`config.mk`:
```
export PLATFORM = sky130hd
export DESIGN_NAME = cpu_ctrl_seq
export DESIGN_NICKNAME = d
export VERILOG_FILES = /design/src/rtl/cpu_pkg.sv /design/src/rtl/cpu_ctrl_mem_timer.sv /design/src/rtl/cpu_ctrl_seq.sv
export SDC_FILE = /design/constraint.sdc
export NUM_CORES = 1
export LEC_CHECK = 0
export CORE_MARGIN = 8
export CORE_UTILIZATION = 35
export DETAILED_ROUTE_END_ITERATION = 7
export HOLD_SLACK_MARGIN = 0.06
export PLACE_DENSITY = 0.71
export REMOVE_ABC_BUFFERS = 1
export SLEW_MARGIN = 15
export SYNTH_ARGS = -nofsm -noshare
export SYNTH_HDL_FRONTEND = slang
export SYNTH_SLANG_ARGS = --single-unit
```
`constraint.sdc`:
```
create_clock -name clk_i -period 3.1 [get_ports clk_i]
set_clock_uncertainty 0.05 [all_clocks]
set_input_delay 0.465 -clock clk_i [delete_from_list [all_inputs] [get_ports clk_i]]
set_output_delay 0.465 -clock clk_i [all_outputs]
set_load 0.05 [all_outputs]
```
`src/rtl/cpu_pkg.sv`:
```
// Shared definitions for the CPU control sequencer: state encoding, ALU and
// control-class opcodes, and the ALU write-target table. FAULT needs CPU_CTRL_TIMEOUT_EN.
package cpu_pkg;

  typedef enum logic [2:0] {
    ST_IDLE  = 3'd0,
    ST_FETCH = 3'd1,
    ST_EXEC  = 3'd2,
    ST_MEM   = 3'd3,
    ST_HALT  = 3'd4
`ifdef CPU_CTRL_TIMEOUT_EN
    ,
    ST_FAULT = 3'd5
`endif
  } state_t;

  // ALU-class opcodes (low four bits of an ALU-class instruction)
  localparam logic [3:0] OP_ADD     = 4'h0;
  localparam logic [3:0] OP_SUB     = 4'h1;
  localparam logic [3:0] OP_AND     = 4'h2;
  localparam logic [3:0] OP_OR      = 4'h3;
  localparam logic [3:0] OP_XOR     = 4'h4;
  localparam logic [3:0] OP_SHL_A   = 4'h5;
  localparam logic [3:0] OP_SHR_A   = 4'h6;
  localparam logic [3:0] OP_INC_A   = 4'h7;
  localparam logic [3:0] OP_DEC_A   = 4'h8;
  localparam logic [3:0] OP_MOVE_AX = 4'h9;
  localparam logic [3:0] OP_MOVE_XA = 4'hA;
  localparam logic [3:0] OP_PASS_A  = 4'hB;
  localparam logic [3:0] OP_PASS_B  = 4'hC;

  // Control-class opcodes; 8..F decode as NOP
  localparam logic [3:0] CT_LDA  = 4'h0;
  localparam logic [3:0] CT_STA  = 4'h1;
  localparam logic [3:0] CT_JMP  = 4'h2;
  localparam logic [3:0] CT_BZ   = 4'h3;
  localparam logic [3:0] CT_BC   = 4'h4;
  localparam logic [3:0] CT_BN   = 4'h5;
  localparam logic [3:0] CT_BV   = 4'h6;
  localparam logic [3:0] CT_HALT = 4'h7;

  typedef enum logic [1:0] {
    WT_NONE = 2'd0,
    WT_A    = 2'd1,
    WT_X    = 2'd2
  } wr_tgt_t;

  function automatic logic alu_op_defined(input logic [3:0] op);
    return (op <= OP_PASS_B);
  endfunction

  function automatic wr_tgt_t alu_wr_target(input logic [3:0] op);
    case (op)
      OP_ADD, OP_SUB, OP_AND, OP_OR, OP_XOR,
      OP_SHL_A, OP_SHR_A, OP_INC_A, OP_DEC_A, OP_MOVE_AX: return WT_A;
      OP_MOVE_XA:                                         return WT_X;
      default:                                            return WT_NONE;
    endcase
  endfunction

endpackage

```
`src/rtl/cpu_ctrl_mem_timer.sv`:
```
// Memory-phase timeout counter; built only when CPU_CTRL_TIMEOUT_EN is defined.
// Flags expiry on the last MEM cycle so an ack in that same cycle still wins.
`ifdef CPU_CTRL_TIMEOUT_EN
module cpu_ctrl_mem_timer #(
  parameter int TIMEOUT_CYC = 16
) (
  input  logic i_clk,
  input  logic i_rst,
  input  logic i_active,
  input  logic i_ack,
  output logic o_expire
);

  localparam int              CNT_W = $clog2(TIMEOUT_CYC + 1);
  localparam logic [CNT_W-1:0] LAST = CNT_W'(TIMEOUT_CYC - 1);

  logic [CNT_W-1:0] r_cnt;

  // Held at zero outside MEM, so every MEM entry starts from a clean count
  always_ff @(posedge i_clk or posedge i_rst) begin
    if (i_rst) begin
      r_cnt <= '0;
    end else if (!i_active) begin
      r_cnt <= '0;
    end else if (!i_ack) begin
      r_cnt <= r_cnt + 1'b1;
    end
  end

  assign o_expire = i_active && (r_cnt == LAST);

endmodule
`endif

```
`src/rtl/cpu_ctrl_seq.sv`:
```
// Control sequencer for the 8-bit CPU: IDLE/FETCH/EXEC/MEM/HALT with run and
// single-step modes. CPU_CTRL_TIMEOUT_EN adds a MEM timeout leading to FAULT.
module cpu_ctrl_seq
  import cpu_pkg::*;
#(
  parameter int OPC_W       = 5,
  parameter int TIMEOUT_CYC = 16
) (
  input  logic             clk_i,
  input  logic             rst_i,
  input  logic             run_i,
  input  logic             exec_enable_i,
  input  logic [OPC_W-1:0] operation_i,
  input  logic             z_i,
  input  logic             c_i,
  input  logic             v_i,
  input  logic             n_i,
  input  logic             mem_ack_i,
  output logic             pc_inc_o,
  output logic             pc_load_o,
  output logic             ir_load_o,
  output logic [3:0]       alu_op_o,
  output logic             write_enable_a_o,
  output logic             write_enable_x_o,
  output logic             mem_req_o,
  output logic             mem_we_o,
  output logic             busy_o,
  output logic             halted_o,
  output logic             fault_o
);

  state_t     r_state;
  state_t     w_state_next;
  logic       r_exec_d;
  logic       w_start;
  logic       w_is_ctrl;
  logic [3:0] w_low;
  logic       w_is_mem_op;
  logic       w_is_store;
  logic       w_branch_taken;
  logic       w_timeout;
  wr_tgt_t    w_tgt;

  assign w_start     = exec_enable_i & ~r_exec_d;
  assign w_is_ctrl   = operation_i[OPC_W-1];
  assign w_low       = operation_i[3:0];
  assign w_is_mem_op = (w_low == CT_LDA) || (w_low == CT_STA);
  assign w_is_store  = (w_low == CT_STA);
  assign w_tgt       = alu_wr_target(w_low);

  always_comb begin
    w_branch_taken = 1'b0;
    case (w_low)
      CT_JMP:  w_branch_taken = 1'b1;
      CT_BZ:   w_branch_taken = z_i;
      CT_BC:   w_branch_taken = c_i;
      CT_BN:   w_branch_taken = n_i;
      CT_BV:   w_branch_taken = v_i;
      default: w_branch_taken = 1'b0;
    endcase
  end

`ifdef CPU_CTRL_TIMEOUT_EN
  cpu_ctrl_mem_timer #(
    .TIMEOUT_CYC(TIMEOUT_CYC)
  ) u_mem_timer (
    .i_clk    (clk_i),
    .i_rst    (rst_i),
    .i_active (r_state == ST_MEM),
    .i_ack    (mem_ack_i),
    .o_expire (w_timeout)
  );
`else
  assign w_timeout = 1'b0;
`endif

  always_ff @(posedge clk_i or posedge rst_i) begin
    if (rst_i) begin
      r_exec_d <= 1'b0;
    end else begin
      r_exec_d <= exec_enable_i;
    end
  end

  always_ff @(posedge clk_i or posedge rst_i) begin
    if (rst_i) begin
      r_state <= ST_IDLE;
    end else begin
      r_state <= w_state_next;
    end
  end

  always_comb begin
    w_state_next = r_state;
    case (r_state)
      ST_IDLE: begin
        if (run_i || w_start) w_state_next = ST_FETCH;
      end
      ST_FETCH: begin
        w_state_next = ST_EXEC;
      end
      ST_EXEC: begin
        if (w_is_ctrl && w_is_mem_op)            w_state_next = ST_MEM;
        else if (w_is_ctrl && w_low == CT_HALT)  w_state_next = ST_HALT;
        else                                     w_state_next = run_i ? ST_FETCH : ST_IDLE;
      end
      ST_MEM: begin
        // An ack takes priority over a timeout expiring in the same cycle
        if (mem_ack_i) begin
          w_state_next = run_i ? ST_FETCH : ST_IDLE;
        end else if (w_timeout) begin
`ifdef CPU_CTRL_TIMEOUT_EN
          w_state_next = ST_FAULT;
`else
          w_state_next = ST_MEM;
`endif
        end
      end
      ST_HALT: begin
        w_state_next = ST_HALT;
      end
`ifdef CPU_CTRL_TIMEOUT_EN
      ST_FAULT: begin
        w_state_next = ST_FAULT;
      end
`endif
      default: begin
        w_state_next = ST_IDLE;
      end
    endcase
  end

  always_comb begin
    pc_inc_o         = 1'b0;
    pc_load_o        = 1'b0;
    ir_load_o        = 1'b0;
    alu_op_o         = 4'h0;
    write_enable_a_o = 1'b0;
    write_enable_x_o = 1'b0;
    mem_req_o        = 1'b0;
    mem_we_o         = 1'b0;
    busy_o           = 1'b0;
    halted_o         = 1'b0;
    fault_o          = 1'b0;
    case (r_state)
      ST_FETCH: begin
        busy_o    = 1'b1;
        ir_load_o = 1'b1;
        pc_inc_o  = 1'b1;
      end
      ST_EXEC: begin
        busy_o = 1'b1;
        if (!w_is_ctrl) begin
          if (alu_op_defined(w_low)) begin
            alu_op_o         = w_low;
            write_enable_a_o = (w_tgt == WT_A);
            write_enable_x_o = (w_tgt == WT_X);
          end
        end else begin
          pc_load_o = w_branch_taken;
        end
      end
      ST_MEM: begin
        busy_o    = 1'b1;
        mem_req_o = 1'b1;
        mem_we_o  = w_is_store;
        if (mem_ack_i && !w_is_store) begin
          write_enable_a_o = 1'b1;
          alu_op_o         = OP_PASS_B;
        end
      end
      ST_HALT: begin
        halted_o = 1'b1;
      end
`ifdef CPU_CTRL_TIMEOUT_EN
      ST_FAULT: begin
        fault_o = 1'b1;
      end
`endif
      default: begin
        busy_o = 1'b0;
      end
    endcase
  end

endmodule

```
==> results.md, run 1 <==
- At the end of routability-driven placement, the weighted congestion stood at 0.778.
- The global-route met2 utilization is 19.1%.
- After legalization and detailed placement, the total HPWL measured 1240 um.
- The detail-routed via count per cell is 5.39.
- The floorplan die width is 54.5 um.
- The met1 usage in global routing is 11.1%.
- The static leakage is 0.350 nW.
- The biggest area contributor in the post-synthesis netlist is sky130_fd_sc_hd__dfrtp_1.
- The top-area cell type share of the netlist area is 19.3%.
- The CTS H-tree depth is 1.
- The via count of the first global-routing pass came to 573.
- The number of endpoints with negative hold slack in the final report was 0.
- In this run, the number of DRC markers left after iteration 0 of detailed routing was 9.
- The largest delay contributor family on the critical path is buffers and inverters.
- Of the available clock period, the critical path in the final layout requires 91.6%.
- The largest net degree at the start of global routing is 12.
- Static timing analysis puts the maximum clock frequency at 352 MHz.
- The flow ran to the end, and the final reports show no timing, DRC or antenna violations.
- The number of buffers and inverters on the critical path is 2.
- The post-placement cell area is 768 um2.
- For this configuration, the core starts out at a cell density of 35.7%.
- The post-synthesis cell area is 519 um2.
- For the worst setup path, the data arrival time is 2330 ps.
- The ratio of cells with drive above 1 in the final layout is 21.7%.
- Counting the fill cells in the layout gives 149.
- The gate count of the mapped netlist is 68.
- In the layout the commonest cells are sky130_fd_sc_hd__clkdlybuf4s50_1 (19), sky130_fd_sc_hd__buf_4 (10), sky130_fd_sc_hd__nand2_1 (8).
- In the final design database the tool counted 108 nets.
- The clock reaches the later pin of the worst-skew pair after 230 ps.
- In this run the worst path has a maximum fanout of 6.
- The first detailed-routing pass ran for 4 iterations.
- The transition time at the pin with the least slew margin is 523 ps.
- The cell that appears most often on the critical path is sky130_fd_sc_hd__clkdlybuf4s50_1.
- The max-slew headroom at the worst pin is 65.0%.
- The final routed wire length divided by cell count is 14.2 um.
- Summing all flip-flop and latch instances after layout gives 100 um2.
- In the final layout, the multi-input gates occupy 352 um2.
- Cells fill 54.4% of the core in the end.
- Counting the buffers created by CTS gives 3.
- The data required time at the worst endpoint is 2580 ps.
- The cell at the root of the clock tree is sky130_fd_sc_hd__clkbuf_4.
- The signal on the critical path passes through clkdlybuf4s50_1 > nor4b_4 > o22a_1 > clkdlybuf4s50_1.
- The residual overflow from global routing is 0.
- Yosys mapped a number of flops with a built-in enable equal to 0.
- The worst setup path is launched from an input pin.
- The count of cells resized by post-cts repair is 0.
- A synthesized cell averages 7.64 um2.
- After synthesis, the share of flip-flops with an asynchronous set or reset is 100%.
- Measured along the y axis, the die boundary spans 54.5 um.
- The max-slew violation count came to 0.
- The clock sink count is 4.
- The global router's overall resource usage is 10.7%.
- The via total after detailed routing is 582.
- The warning count from the yosys run is 0.
- Power spread over the standard cell area amounts to 684 mW/mm2.
- Counting flops and latches in the post-synthesis netlist gives 4.
- The number of setup buffers added after CTS is 0.
- For met3 alone, demand over resource in global routing was 2.45%.
- The first global-routing pass estimated 2400 um of wire.
- The kind of critical path is input pin to output pin.
- By area the synthesized netlist is led by sky130_fd_sc_hd__dfrtp_1 (19%), sky130_fd_sc_hd__a21oi_1 (5.8%), sky130_fd_sc_hd__buf_2 (5.8%), sky130_fd_sc_hd__nand2_1 (5.8%), sky130_fd_sc_hd__nor4b_4 (4.6%).
- The number of routed nets with antenna violations is 0.
- The placeable core area is 0.00145 mm2.
- The summed area of non-filler cells in the final layout is 791 um2.
- After clock tree synthesis, the clock-pin slew on the worst setup and hold paths is 40 ps.
- The area growth from synthesis to layout is 52.3%.
- The delay of the slowest critical-path stage is 820 ps.
- The total inserted antenna cells is 0.
- The total of hold buffers inserted after clock tree synthesis is 0.
- Setup repair after global routing left no endpoint under its margin.
- Of the synthesized area, sequential elements account for 19.3%.
- The slowest stage of the critical path belongs to the cell sky130_fd_sc_hd__clkdlybuf4s50_1.
- The class of the tightest hold or removal check is input pin to asynchronous set/reset pin.
- The full die area is 0.00297 mm2.
- The predominant post-synthesis flop cell is sky130_fd_sc_hd__dfrtp_1.
- TritonCTS built the clock tree.
- The netlist uses 34 different library cells.
- The reported max-cap violation count is 0.
- The count of buffers from port buffering is 26.
- The most frequent standard cell in the layout excluding fill and tap cells is sky130_fd_sc_hd__clkdlybuf4s50_1.
- Setup violations remaining at the end of the flow were counted as 0.
- The clock passes through at most 2 buffers.
- The smallest clock period supported by the final layout is computed as 2840 ps.
- The routed design has 1530 um of wire.
- IR analysis of the VDD net gives a maximum drop of 0.409 mV.
- The number of antenna violations at the first check in global routing was 0.
- STA classifies the critical path endpoint as an output pin.
- The peak-usage layer in the global routing report is met2.
- In this run the count of I/O pins placed on the die edge is 28.
- The total DRC errors in the routed layout is 0.
- The number of core rows is 14.
==> cell usage after synthesis (2+ instances only) <==
cell and count:
sky130_fd_sc_hd__nand3b_1 2, sky130_fd_sc_hd__o21ai_0 2, sky130_fd_sc_hd__and3_2 2, sky130_fd_sc_hd__dfrtp_1 4, sky130_fd_sc_hd__nand3_1 2, sky130_fd_sc_hd__nor3_1 2
sky130_fd_sc_hd__a21o_1 2, sky130_fd_sc_hd__nor2b_1 2, sky130_fd_sc_hd__buf_2 6, sky130_fd_sc_hd__nand2b_1 2, sky130_fd_sc_hd__buf_4 2, sky130_fd_sc_hd__nand2_1 8
sky130_fd_sc_hd__nor2_1 3, sky130_fd_sc_hd__nand4b_1 2, sky130_fd_sc_hd__inv_1 3, sky130_fd_sc_hd__a21oi_1 6
==> through the flow <==
step | cells | hold WS, ps | TNS (ps) | power (mW) | worst slack, ps
4_1_cts | 108 | 366 | 0 | 0.549 | 247
6_report | 108 | 367 | 0 | 0.541 | 259
3_5_place_dp | 105 | 605 | 0 | 0.481 | 247
5_1_grt | 108 | 379 | 0 | 0.574 | 177
3_3_place_gp | 105 | 600 | 0 | 0.475 | 328
2_1_floorplan | 59 | 181 | -288 | 0.346 | -144
==> final timing paths <==
| path | startpoint | endpoint | slack [ps] | cells past startpoint |
|---|---|---|---|---|
| worst max-delay path | operation_i[4] | write_enable_a_o | 260 | 4 |
| min in group clk_i | r_state[0] | r_state[2] | 610 | 1 |
| worst min-delay path | rst_i | r_state[1] | 370 | 2 |
| max in group asynchronous | rst_i | r_state[0] | 2490 | 2 |
| worst min register to register | r_state[0] | r_state[2] | 610 | 1 |
| worst max register to register | r_state[0] | r_state[1] | 1860 | 3 |
==> layer usage <==
layer	share of wire (%)	routed length [um]
met5	0	0
met2	48	730
met1	41	622
met3	12	177
met4	0	0
==> cell type report <==
class | count | area share [%]
sequential | 4 | 12.7
tap | 16 | 2.53
clock buffer | 3 | 2.85
multi-input combinational | 52 | 44.5
timing repair buffer | 30 | 36.1
inverter | 3 | 1.42
==> logic make-up (layout without fill, tap and decap cells) <==
logic type | count (synthesis) | in the layout | synth area share [%]
flip-flops | 4 | 4 | 19.3
other | 1 | 1 | 0.722
buffers and inverters | 12 | 36 | 13.0
AO/OA/AOI/OAI | 17 | 17 | 22.4
AND/OR/NAND/NOR | 34 | 34 | 44.6
==> power breakdown <==
part	internal, mW	switching (mW)	total [mW]
registers	0.0662	0.0372	0.103
clock network	0.0431	0.0191	0.0622
logic	0.142	0.233	0.375
total	0.251	0.289	0.541
==> flip-flops by register name, indices dropped and copies added (netlist names) <==
name,flops
r_exec_d,1
r_state,3
(Power assumes the default switching activity.)
==> inputs of run 2 (changes only) <==
CORE_ASPECT_RATIO = 0.9   (was default)
GPL_TIMING_DRIVEN = 0   (was default)
==> results.md, run 2 (synthesis results as in run 1) <==
- The delay of the slowest critical-path stage came to 700 ps (-120 ps).
- The ratio of cells with drive above 1 in the final layout is 10.2% (-12 points).
- The static leakage was 0.319 nW (-8.9%).
- The total of hold buffers inserted after clock tree synthesis is 0 (unchanged).
- The time the final worst path needs with I/O delays and setup is 2980 ps (+136 ps).
- The CTS H-tree depth is 1 (unchanged).
- The flow ran to the end, and the final reports show no timing, DRC or antenna violations.
- The clock sink count is 4 (unchanged).
- The flip-flop count of the largest register, all copies and words added is 3 (unchanged).
- The kind of critical path is input pin to output pin.
- The final weighted congestion of routability-driven global placement is 0.731 (-6.0%).
- The number of search-and-repair iterations in the first detailed-routing pass is 4 (unchanged).
- The via total after detailed routing was 544 (-6.5%).
- The critical path arrival is 2460 ps (+130 ps).
- The final-layout worst hold slack came to 354 ps (-13.3 ps).
- The met3 demand-to-capacity share in global routing is 3.16% (+0.71 points).
- The area of the multi-input gates is 352 um2 (unchanged).
- The max-slew violation count is 0 (unchanged).
- The peak supply drop is 0.472 mV (+15%).
- The clock buffer count from CTS was 3 (unchanged).
- The layout overhead on the synthesized area is 47.0%.
- The HPWL after detailed placement is 1090 um (-12%).
- The largest net degree at the start of global routing is 13 (+1).
- The count of filler cells inserted in the layout is 144 (-3.4%).
- The final total negative setup slack is 0 ps (unchanged).
- The count of buffers from port buffering is 26 (unchanged).
- The final routed wire length divided by cell count is 13.5 um (-4.9%).
- STA classifies the critical path startpoint as an input pin.
- The peak-usage layer in the global routing report is met2.
- The data required time at the worst endpoint is 2580 ps (about the same).
- The number of antenna violations at the first check in global routing was 0 (unchanged).
- The number of routed nets with antenna violations is 0 (unchanged).
- The via count of the first global-routing pass is 546 (-4.7%).
- The floorplan die width is 56.6 um (+3.8%).
- The transition time at the pin with the least slew margin was 507 ps (-16.2 ps).
- The number of buffers between clock root and the deepest sink is 2 (unchanged).
- The net total in the final layout was 104 (-3.7%).
- The total DRC errors in the routed layout is 0 (unchanged).
- The total placed cells including tap cells is 100 (-4.8%).
- The largest fanout of any net on the critical path is 11 (+5).
- The class of the tightest hold or removal check is input pin to asynchronous set/reset pin.
- The most numerous cell type found on the critical path is sky130_fd_sc_hd__clkdlybuf4s50_1.
- The post-placement cell area was 742 um2 (-3.4%).
- The register with the most flip-flops in the final layout is r_state.
- The category of the worst setup path capture point is an output pin.
- The register area was 100 um2 (unchanged).
- The total inserted antenna cells came to 0 (unchanged).
- The post-route non-filler standard cell count is 103 (-4.6%).
- In this run the critical register-to-register path is launched from r_state[0].
- The maximum clock frequency is 336 MHz (-4.6%).
- The chip height came to 52.5 um (-3.6%).
- The met1 usage in global routing is 10.8% (-0.32 points).
- The setup violation total in the final timing report is 0 (unchanged).
- The global-route wire length before repair is 2330 um (-2.9%).
- The number of core rows was 13 (-1).
- The clock transition at the registers of the reported paths is 40 ps (about the same).
- The total wirelength of the detailed-routed design came to 1390 um (-9.3%).
- The total power density per cell area is 700 mW/mm2 (+2.3%).
- The source-to-sink clock delay at the later pin of the worst-skew pair is 240 ps (about the same).
- In the layout the commonest cells are sky130_fd_sc_hd__clkdlybuf4s50_1 (25), sky130_fd_sc_hd__nand2_1 (8), sky130_fd_sc_hd__a21oi_1 (6).
- The I/O pin count is 28 (unchanged).
- The detail-routed via count per cell is 5.28 (-2.0%).
- Leaving out fill and tap cells, the most frequent cell in the layout is sky130_fd_sc_hd__clkdlybuf4s50_1.
- The placeable core area is 0.00142 mm2 (-2.7%).
- The global router's overall resource usage is 9.55% (-1.1 points).
- Setup repair after global routing left no endpoint under its margin.
- The number of DRC markers in iteration 0 is 8 (-1).
- The reported max-cap violation count was 0 (unchanged).
- The launch point of the worst path is operation_i[3].
- In this run the clock root is driven by a sky130_fd_sc_hd__clkbuf_4.
- In the final layout, the registers with the most flip-flops are r_state (3), r_exec_d (1).
- The full die area came to 0.00297 mm2 (about the same).
- The number of endpoints with negative hold slack in the final report came to 0 (unchanged).
- Walking the worst path, the cells encountered are clkdlybuf4s50_1 > nor3_4 > a21oi_1 > o22a_1 > clkdlybuf4s50_1.
- TritonCTS built the clock tree.
- The fraction of the cycle the final worst path needs is 96.0% (+4.4 points).
- The max-slew headroom at the worst pin is 66.1% (+1.1 points).
- The summed area of non-filler cells in the final layout is 763 um2 (-3.5%).
- The initial core utilization is 36.7% (+0.98 points).
- The global-route met2 utilization is 14.8% (-4.3 points).
- The residual overflow from global routing came to 0 (unchanged).
- The library cell contributing the largest single delay on the critical path is sky130_fd_sc_hd__clkdlybuf4s50_1.
==> run 2: metal layers <==
layer	part of all wire [%]	wire (um)
met1	48	661
met3	8.6	119
met5	0	0
met4	1.9	26
met2	42	581
==> run 2: worst paths after layout <==
kind	endpoint	depth (start not counted)	slack (ps)
worst max-delay path	write_enable_a_o	5	120
min in group clk_i	r_state[2]	1	610
worst min register to register	r_state[2]	1	610
worst max register to register	r_state[1]	3	1860
max in group asynchronous	r_state[0]	2	2500
worst min-delay path	r_state[1]	2	350
==> run 2: layout make-up <==
class / count / share of cell area, %
repair buffers: 26 / 33.9
clock buffers: 3 / 2.95
flip-flops and latches: 4 / 13.1
well taps: 15 / 2.46
multi-input cells: 52 / 46.1
inverters: 3 / 1.48
==> run 2: stage by stage <==
stage	total power, mW	util (%)	worst slack, ps
2_1_floorplan	0.346	-	-144
5_1_grt	0.567	53.9	2.33
6_report	0.534	53.9	123
3_5_place_dp	0.474	52.4	-40.8
4_1_cts	0.543	53.9	118
3_3_place_gp	0.470	52.4	-39.8
==> run 2: what timing repair did <==
| action | 4_1_cts | 5_1_grt |
|---|---|---|
| resized for setup | 1 | 0 |
| endpoints found under the hold margin | 0 | 0 |
| setup endpoints to repair | 1 | 0 |
| buffers inserted | 0 | 0 |
==> run 2: critical path, delay by kind of cell <==
kind,cells,cell delay (ps)
AO/OA/AOI/OAI,2,330
buffers and inverters,2,1320
AND/OR/NAND/NOR,1,350
==> run 2: power breakdown <==
part | total (mW) | internal (mW) | switching [mW] | leakage [nW]
Sequential | 0.103 | 0.0662 | 0.0371 | 0.0501
Clock | 0.0636 | 0.0432 | 0.0204 | 0.0138
Combinational | 0.367 | 0.139 | 0.228 | 0.255
Total | 0.534 | 0.248 | 0.286 | 0.319
==> inputs of run 3 (changes only) <==
HOLD_SLACK_MARGIN = default   (was 0.06)
==> results of run 3 <==
No change in the layout: final DEF, timing and power equal those of run 2.
